### src/rtl/fifo_arb_pkg.sv
// Shared definitions for the FIFO push-side arbiter: the lock FSM encoding,
// the round-robin pointer advance, and the default burst length.
package fifo_arb_pkg;

  typedef enum logic {
    IDLE = 1'b0,
    LOCK = 1'b1
  } fsm_e;

  localparam int DEF_MAX_BURST = 4;
  localparam int BURST_CNT_W   = 4;

  // Advance a round-robin index by one, wrapping nreq-1 back to 0.
  function automatic int rr_next(input int idx, input int nreq);
    return (idx >= nreq - 1) ? 0 : idx + 1;
  endfunction

endpackage

### src/rtl/fifo_push_arbiter_rr_pick.sv
// rr_pick: combinational rotate-priority encoder. Returns the first set bit
// of req_i found when scanning base_i, base_i+1, ... modulo N.
module rr_pick #(
  parameter int N  = 4,
  parameter int IW = $clog2(N)
) (
  input  logic [N-1:0]  req_i,
  input  logic [IW-1:0] base_i,
  output logic          found_o,
  output logic [IW-1:0] idx_o
);

  // Scan from the base index around the ring; the first hit wins.
  always_comb begin
    int c;
    found_o = 1'b0;
    idx_o   = '0;
    c       = 0;
    for (int k = 0; k < N; k++) begin
      c = int'(base_i) + k;
      if (c >= N) c = c - N;
      if (!found_o && req_i[c]) begin
        found_o = 1'b1;
        idx_o   = IW'(c);
      end
    end
  end

endmodule

### src/rtl/fifo_push_arbiter.sv
// fifo_push_arbiter: round-robin write-port arbiter in front of a single FIFO.
// Converts per-requester valid/ready into single-cycle pushes and never pushes
// while fifo_full is high. Define FIFO_ARB_BURST_EN to let a winner keep the
// port for up to MAX_BURST consecutive beats.
module fifo_push_arbiter
  import fifo_arb_pkg::*;
#(
  parameter int NREQ      = 4,
  parameter int WIDTH     = 8,
  parameter int MAX_BURST = DEF_MAX_BURST
) (
  input  logic                     clk,
  input  logic                     rst,
  input  logic [NREQ-1:0]          req_valid,
  input  logic [NREQ*WIDTH-1:0]    req_data,
  output logic [NREQ-1:0]          req_ready,
  input  logic                     fifo_full,
  output logic                     fifo_push,
  output logic [WIDTH-1:0]         fifo_data_in,
  output logic                     gnt_valid,
  output logic [$clog2(NREQ)-1:0]  gnt_id
);

  localparam int IDW = $clog2(NREQ);

  if (NREQ < 2 || NREQ > 8 || MAX_BURST < 1 || MAX_BURST > 15) begin : g_cfg_err
    $error("fifo_push_arbiter: NREQ must be 2..8 and MAX_BURST 1..15");
  end

  logic [IDW-1:0] rr_ptr_q, rr_ptr_d;
  logic [IDW-1:0] base, pick_idx, win_id;
  logic           pick_found, win_found, accept;

  rr_pick #(.N(NREQ), .IW(IDW)) u_pick (
    .req_i   (req_valid),
    .base_i  (base),
    .found_o (pick_found),
    .idx_o   (pick_idx)
  );

`ifdef FIFO_ARB_BURST_EN
  fsm_e                   fsm_q, fsm_d;
  logic [IDW-1:0]         lock_id_q, lock_id_d;
  logic [BURST_CNT_W-1:0] burst_cnt_q, burst_cnt_d;
  logic                   lock_hold, lock_rel;
  logic [IDW-1:0]         lock_nxt;

  assign lock_hold = (fsm_q == LOCK) &&  req_valid[lock_id_q];
  assign lock_rel  = (fsm_q == LOCK) && !req_valid[lock_id_q];
  assign lock_nxt  = IDW'(rr_next(int'(lock_id_q), NREQ));

  // A dropped lock releases in the same cycle; arbitration restarts past the
  // old owner so the port never idles for a bubble.
  assign base      = lock_rel ? lock_nxt : rr_ptr_q;
  assign win_found = lock_hold | pick_found;
  assign win_id    = lock_hold ? lock_id_q : pick_idx;
`else
  assign base      = rr_ptr_q;
  assign win_found = pick_found;
  assign win_id    = pick_idx;
`endif

  // A beat transfers only with a winner, FIFO space, and outside reset.
  assign accept    = !rst && !fifo_full && win_found;
  assign fifo_push = accept;
  assign gnt_valid = accept;

  // Drive the handshake and data mux; everything reads zero when no push.
  always_comb begin
    req_ready    = '0;
    fifo_data_in = '0;
    gnt_id       = '0;
    if (accept) begin
      req_ready[win_id] = 1'b1;
      fifo_data_in      = req_data[int'(win_id)*WIDTH +: WIDTH];
      gnt_id            = win_id;
    end
  end

`ifdef FIFO_ARB_BURST_EN
  // Next-state: full freezes everything; otherwise handle release, then the beat.
  always_comb begin
    rr_ptr_d    = rr_ptr_q;
    fsm_d       = fsm_q;
    lock_id_d   = lock_id_q;
    burst_cnt_d = burst_cnt_q;
    if (!fifo_full) begin
      if (lock_rel) begin
        rr_ptr_d    = lock_nxt;
        fsm_d       = IDLE;
        burst_cnt_d = '0;
      end
      if (accept) begin
        if (lock_hold) begin
          burst_cnt_d = burst_cnt_q + 1'b1;
          if (burst_cnt_q + 1'b1 == BURST_CNT_W'(MAX_BURST)) begin
            fsm_d       = IDLE;
            rr_ptr_d    = lock_nxt;
            burst_cnt_d = '0;
          end
        end else if (MAX_BURST > 1) begin
          fsm_d       = LOCK;
          lock_id_d   = win_id;
          burst_cnt_d = BURST_CNT_W'(1);
        end else begin
          rr_ptr_d = IDW'(rr_next(int'(win_id), NREQ));
        end
      end
    end
  end

  // State registers; reset drops any lock and restarts priority at index 0.
  always_ff @(posedge clk or posedge rst) begin
    if (rst) begin
      rr_ptr_q    <= '0;
      fsm_q       <= IDLE;
      lock_id_q   <= '0;
      burst_cnt_q <= '0;
    end else begin
      rr_ptr_q    <= rr_ptr_d;
      fsm_q       <= fsm_d;
      lock_id_q   <= lock_id_d;
      burst_cnt_q <= burst_cnt_d;
    end
  end
`else
  // Next-state: priority moves just past each accepted winner.
  always_comb begin
    rr_ptr_d = rr_ptr_q;
    if (accept) rr_ptr_d = IDW'(rr_next(int'(win_id), NREQ));
  end

  // Round-robin pointer register.
  always_ff @(posedge clk or posedge rst) begin
    if (rst) rr_ptr_q <= '0;
    else     rr_ptr_q <= rr_ptr_d;
  end
`endif

endmodule

### config.mk
export PLATFORM = sky130hd
export DESIGN_NAME = fifo_push_arbiter
export DESIGN_NICKNAME = d
export VERILOG_FILES = /design/src/rtl/fifo_arb_pkg.sv /design/src/rtl/fifo_push_arbiter_rr_pick.sv /design/src/rtl/fifo_push_arbiter.sv
export SDC_FILE = /design/constraint.sdc
export NUM_CORES = 1
export LEC_CHECK = 0
export ABC_AREA = 1
export BUFFER_PORTS_ARGS = -buffer_cell sky130_fd_sc_hd__buf_2
export CORE_MARGIN = 5
export CORE_UTILIZATION = 47
export DETAILED_ROUTE_END_ITERATION = 8
export PLACE_DENSITY = 0.86
export SYNTH_ARGS = -nofsm -noshare
export SYNTH_HDL_FRONTEND = slang
export SYNTH_SLANG_ARGS = --single-unit
### constraint.sdc
create_clock -name clk -period 3.6 [get_ports clk]
set_input_delay 0 -clock clk [delete_from_list [all_inputs] [get_ports clk]]
set_output_delay 0 -clock clk [all_outputs]
set_load 0.005 [all_outputs]
==> metrics.md <==
| Metric | Value |
|---|---|
| Bufs on Longest Clock Path | `2` |
| Power per cell area | `921 nW/um2` |
| Worst Skew | `0.000699 ns` |
| Number of diodes | `0` |
| Hpwl dp | `2120 um` |
| Largest register FFs | `2` |
| Worst-path maximum fanout | `12` |
| Unrepaired setup endpoints after global routing | `false` |
| CP Data Arrival Time | `2.66 ns` |
| CP required | `3.60 ns` |
| WL per Instance | `10.2 um` |
| Leak Pwr | `0.835 nW` |
| Post-synthesis cell type count | `22` |
| Fin crit share | `74.0%` |
| Post-synth top area share | `20.7%` |
| FMAX | `0.375 GHz` |
| CTS clk-pin slew, worst paths | `0.03 ns` |
| Initial antenna violation count | `0` |
| # IOs | `55` |
| Synth Cell Area | `945 um2` |
| Setup violators final | `0` |
| Final net count | `277` |
| Syn_nets | `225` |
| Register area share after synthesis | `5.30%` |
| Die Width | `54.8 um` |
| Root Buffer | `clkbuf_4` |
| Chip Height | `54.8 um` |
| Worst Tran Pin Value | `0.411 ns` |
| Largest net degree at the start of global routing | `21` |
| Site Rows | `16` |
| First-pass iteration count of the detailed router | `4` |
| Placer Congestion | `0.893` |
| Crit path time final | `2.66 ns` |
| H-Tree Level Count | `1` |
| DRT Wirelength | `2630 um` |
| Area leader, netlist | `nand2_1` |
| Final slew viol count | `0` |
| Initial core utilization | `48.6%` |
| Avg Inst Size Synth | `5.19 um2` |
| Status | `finished clean` |
| Core area | `1940 um2` |
| CTS tree | `yes` |
| Remaining antenna violation count after routing | `0` |
| Routed vias | `1222` |
| Iter 0 DRT Violations | `26` |
| Residual DRC count | `0` |
| Final hold viol count | `0` |
| Die area | `3010 um2` |
| Setup ws final | `0.937 ns` |
| Crit path capture type | `primary output` |
| Critical Path Source Type | `register` |
| Max cap viols | `0` |
| Vias/cell | `4.72` |
| Share of layout cells above drive strength 1 | `30.2%` |
| R2R Setup Slk | `1.06 ns` |
| Place WS | `1.08 ns` |
| Ys Warns | `0` |
| Postcts setup bufs | `0` |
| VDD IR max | `0.000622 V` |
| Port Buffer Count | `54` |
| Area grow syn2layout | `29.5%` |
| Hold/Removal Path Class | `primary input to asynchronous set/reset pin` |
| Post-synthesis cell count | `182` |
| GRT Residual Overflow | `0` |
| Clk Latency, worst-skew pair | `0.23 ns` |
| Number of global-route vias before repair | `1021` |
| Synth area leaders | `nand2_1 (21%), inv_1 (18%), nand3_1 (12%)` |
| TritonCTS Buffers | `3` |
| Seq cells post-synth | `2` |
| TNS Setup | `0 ns` |
| GRT Util Overall | `18.4%` |
| First-pass GRT wire length | `4070 um` |
| Crit path kind | `register to primary output` |
| CTS sink cnt | `2` |
| Slew HR | `72.5%` |
| Hold_ws | `0.197 ns` |
synthesized netlist by cell type (all sizes together):
cell type / number
nand4: 17
ha: 4
nand2: 56
nand3: 26
a21oi: 9
o21ai: 3
dfrtp: 2
clkinv: 1
nor2: 7
inv: 49
buf: 8
power breakdown:
part           internal (W)  switching [W]
Clock             0.0000368      0.0000138
Sequential        0.0000338      0.0000266
Combinational      0.000346       0.000670
cell usage in the layout (no fill, tap or decap):
cell / netlist / routed
a21oi_2: 1 / 1
inv_1: 46 / 46
o21ai_1: 1 / 1
nand3_4: 2 / 2
clkbuf_4: 0 / 3
inv_6: 1 / 1
clkinv_1: 1 / 1
buf_2: 4 / 54
nor2_4: 1 / 1
nand4_1: 17 / 17
nor2_1: 6 / 6
nand2_4: 1 / 1
dlygate4sd3_1: 0 / 1
nand2_2: 3 / 3
inv_2: 2 / 2
ha_1: 4 / 4
nand2_1: 52 / 52
nand3_2: 2 / 2
dfrtp_1: 2 / 2
o21ai_0: 2 / 2
nand3_1: 22 / 22
a21oi_1: 8 / 8
timing repair:
action	CTS	global route
hold buffers	1	0
hold endpoints to repair	2	0
resized for setup	0	0
cell families after synthesis:
family / share of synthesized area [%]
flops: 5.30
compound gates: 6.75
fa+ha+maj: 5.30
buf+inv: 26.5
simple gates: 56.2
final cells by class:
class	count	area [um2]
clock buffer	3	22.5
fill	212	718
inverter	50	193
multi-input combinational	122	644
sequential	2	50.0
tap	27	33.8
timing repair buffer	55	280
per-layer routing:
| layer | global-route usage, % | up-vias | share of wire (%) |
|---|---|---|---|
| met1 | 23.6 | 510 | 43 |
| met2 | 29.5 | 44 | 49 |
| met3 | 4.09 | 4 | 7.2 |
| li1 | - | 664 | - |
| met4 | 6.64 | 0 | 0.95 |
| met5 | 0 | - | 0 |
final timing paths:
path                       cells after the start  startpoint            to
max                                           13     base[0]  req_ready[2]
min                                            3         rst       base[0]
min in group clk                               4   fifo_full       base[0]
min reg2reg                                    2     base[1]       base[1]
max reg2reg                                   12     base[0]       base[1]
max in group asynchronous                      3         rst       base[1]
per-stage QoR:
step / std cells / power, W / cell area, um2 / util [%]
6_report: 259 / 0.00113 / 1220 / 63.0
5_1_grt: 259 / 0.00127 / 1220 / 63.0
4_1_cts: 259 / 0.00113 / 1220 / 63.0
3_5_place_dp: 255 / 0.00107 / 1190 / 61.3
3_3_place_gp: 255 / 0.00106 / 1190 / 61.3
2_1_floorplan: 182 / 0.000910 / 945 / -
critical path, stage by stage, from the launching register on:
cell and delay (ns):
dfrtp_1 0.56, inv_6 0.10, nand2_1 0.07, nand2_1 0.09
nand2_1 0.08, nand2_1 0.07, nor2_4 0.14, nand4_1 0.09
nand2_1 0.33, clkinv_1 0.36, ha_1 0.28, inv_1 0.06
nor2_1 0.04, buf_2 0.14
No activity file was read; power rests on OpenSTA's default activity.
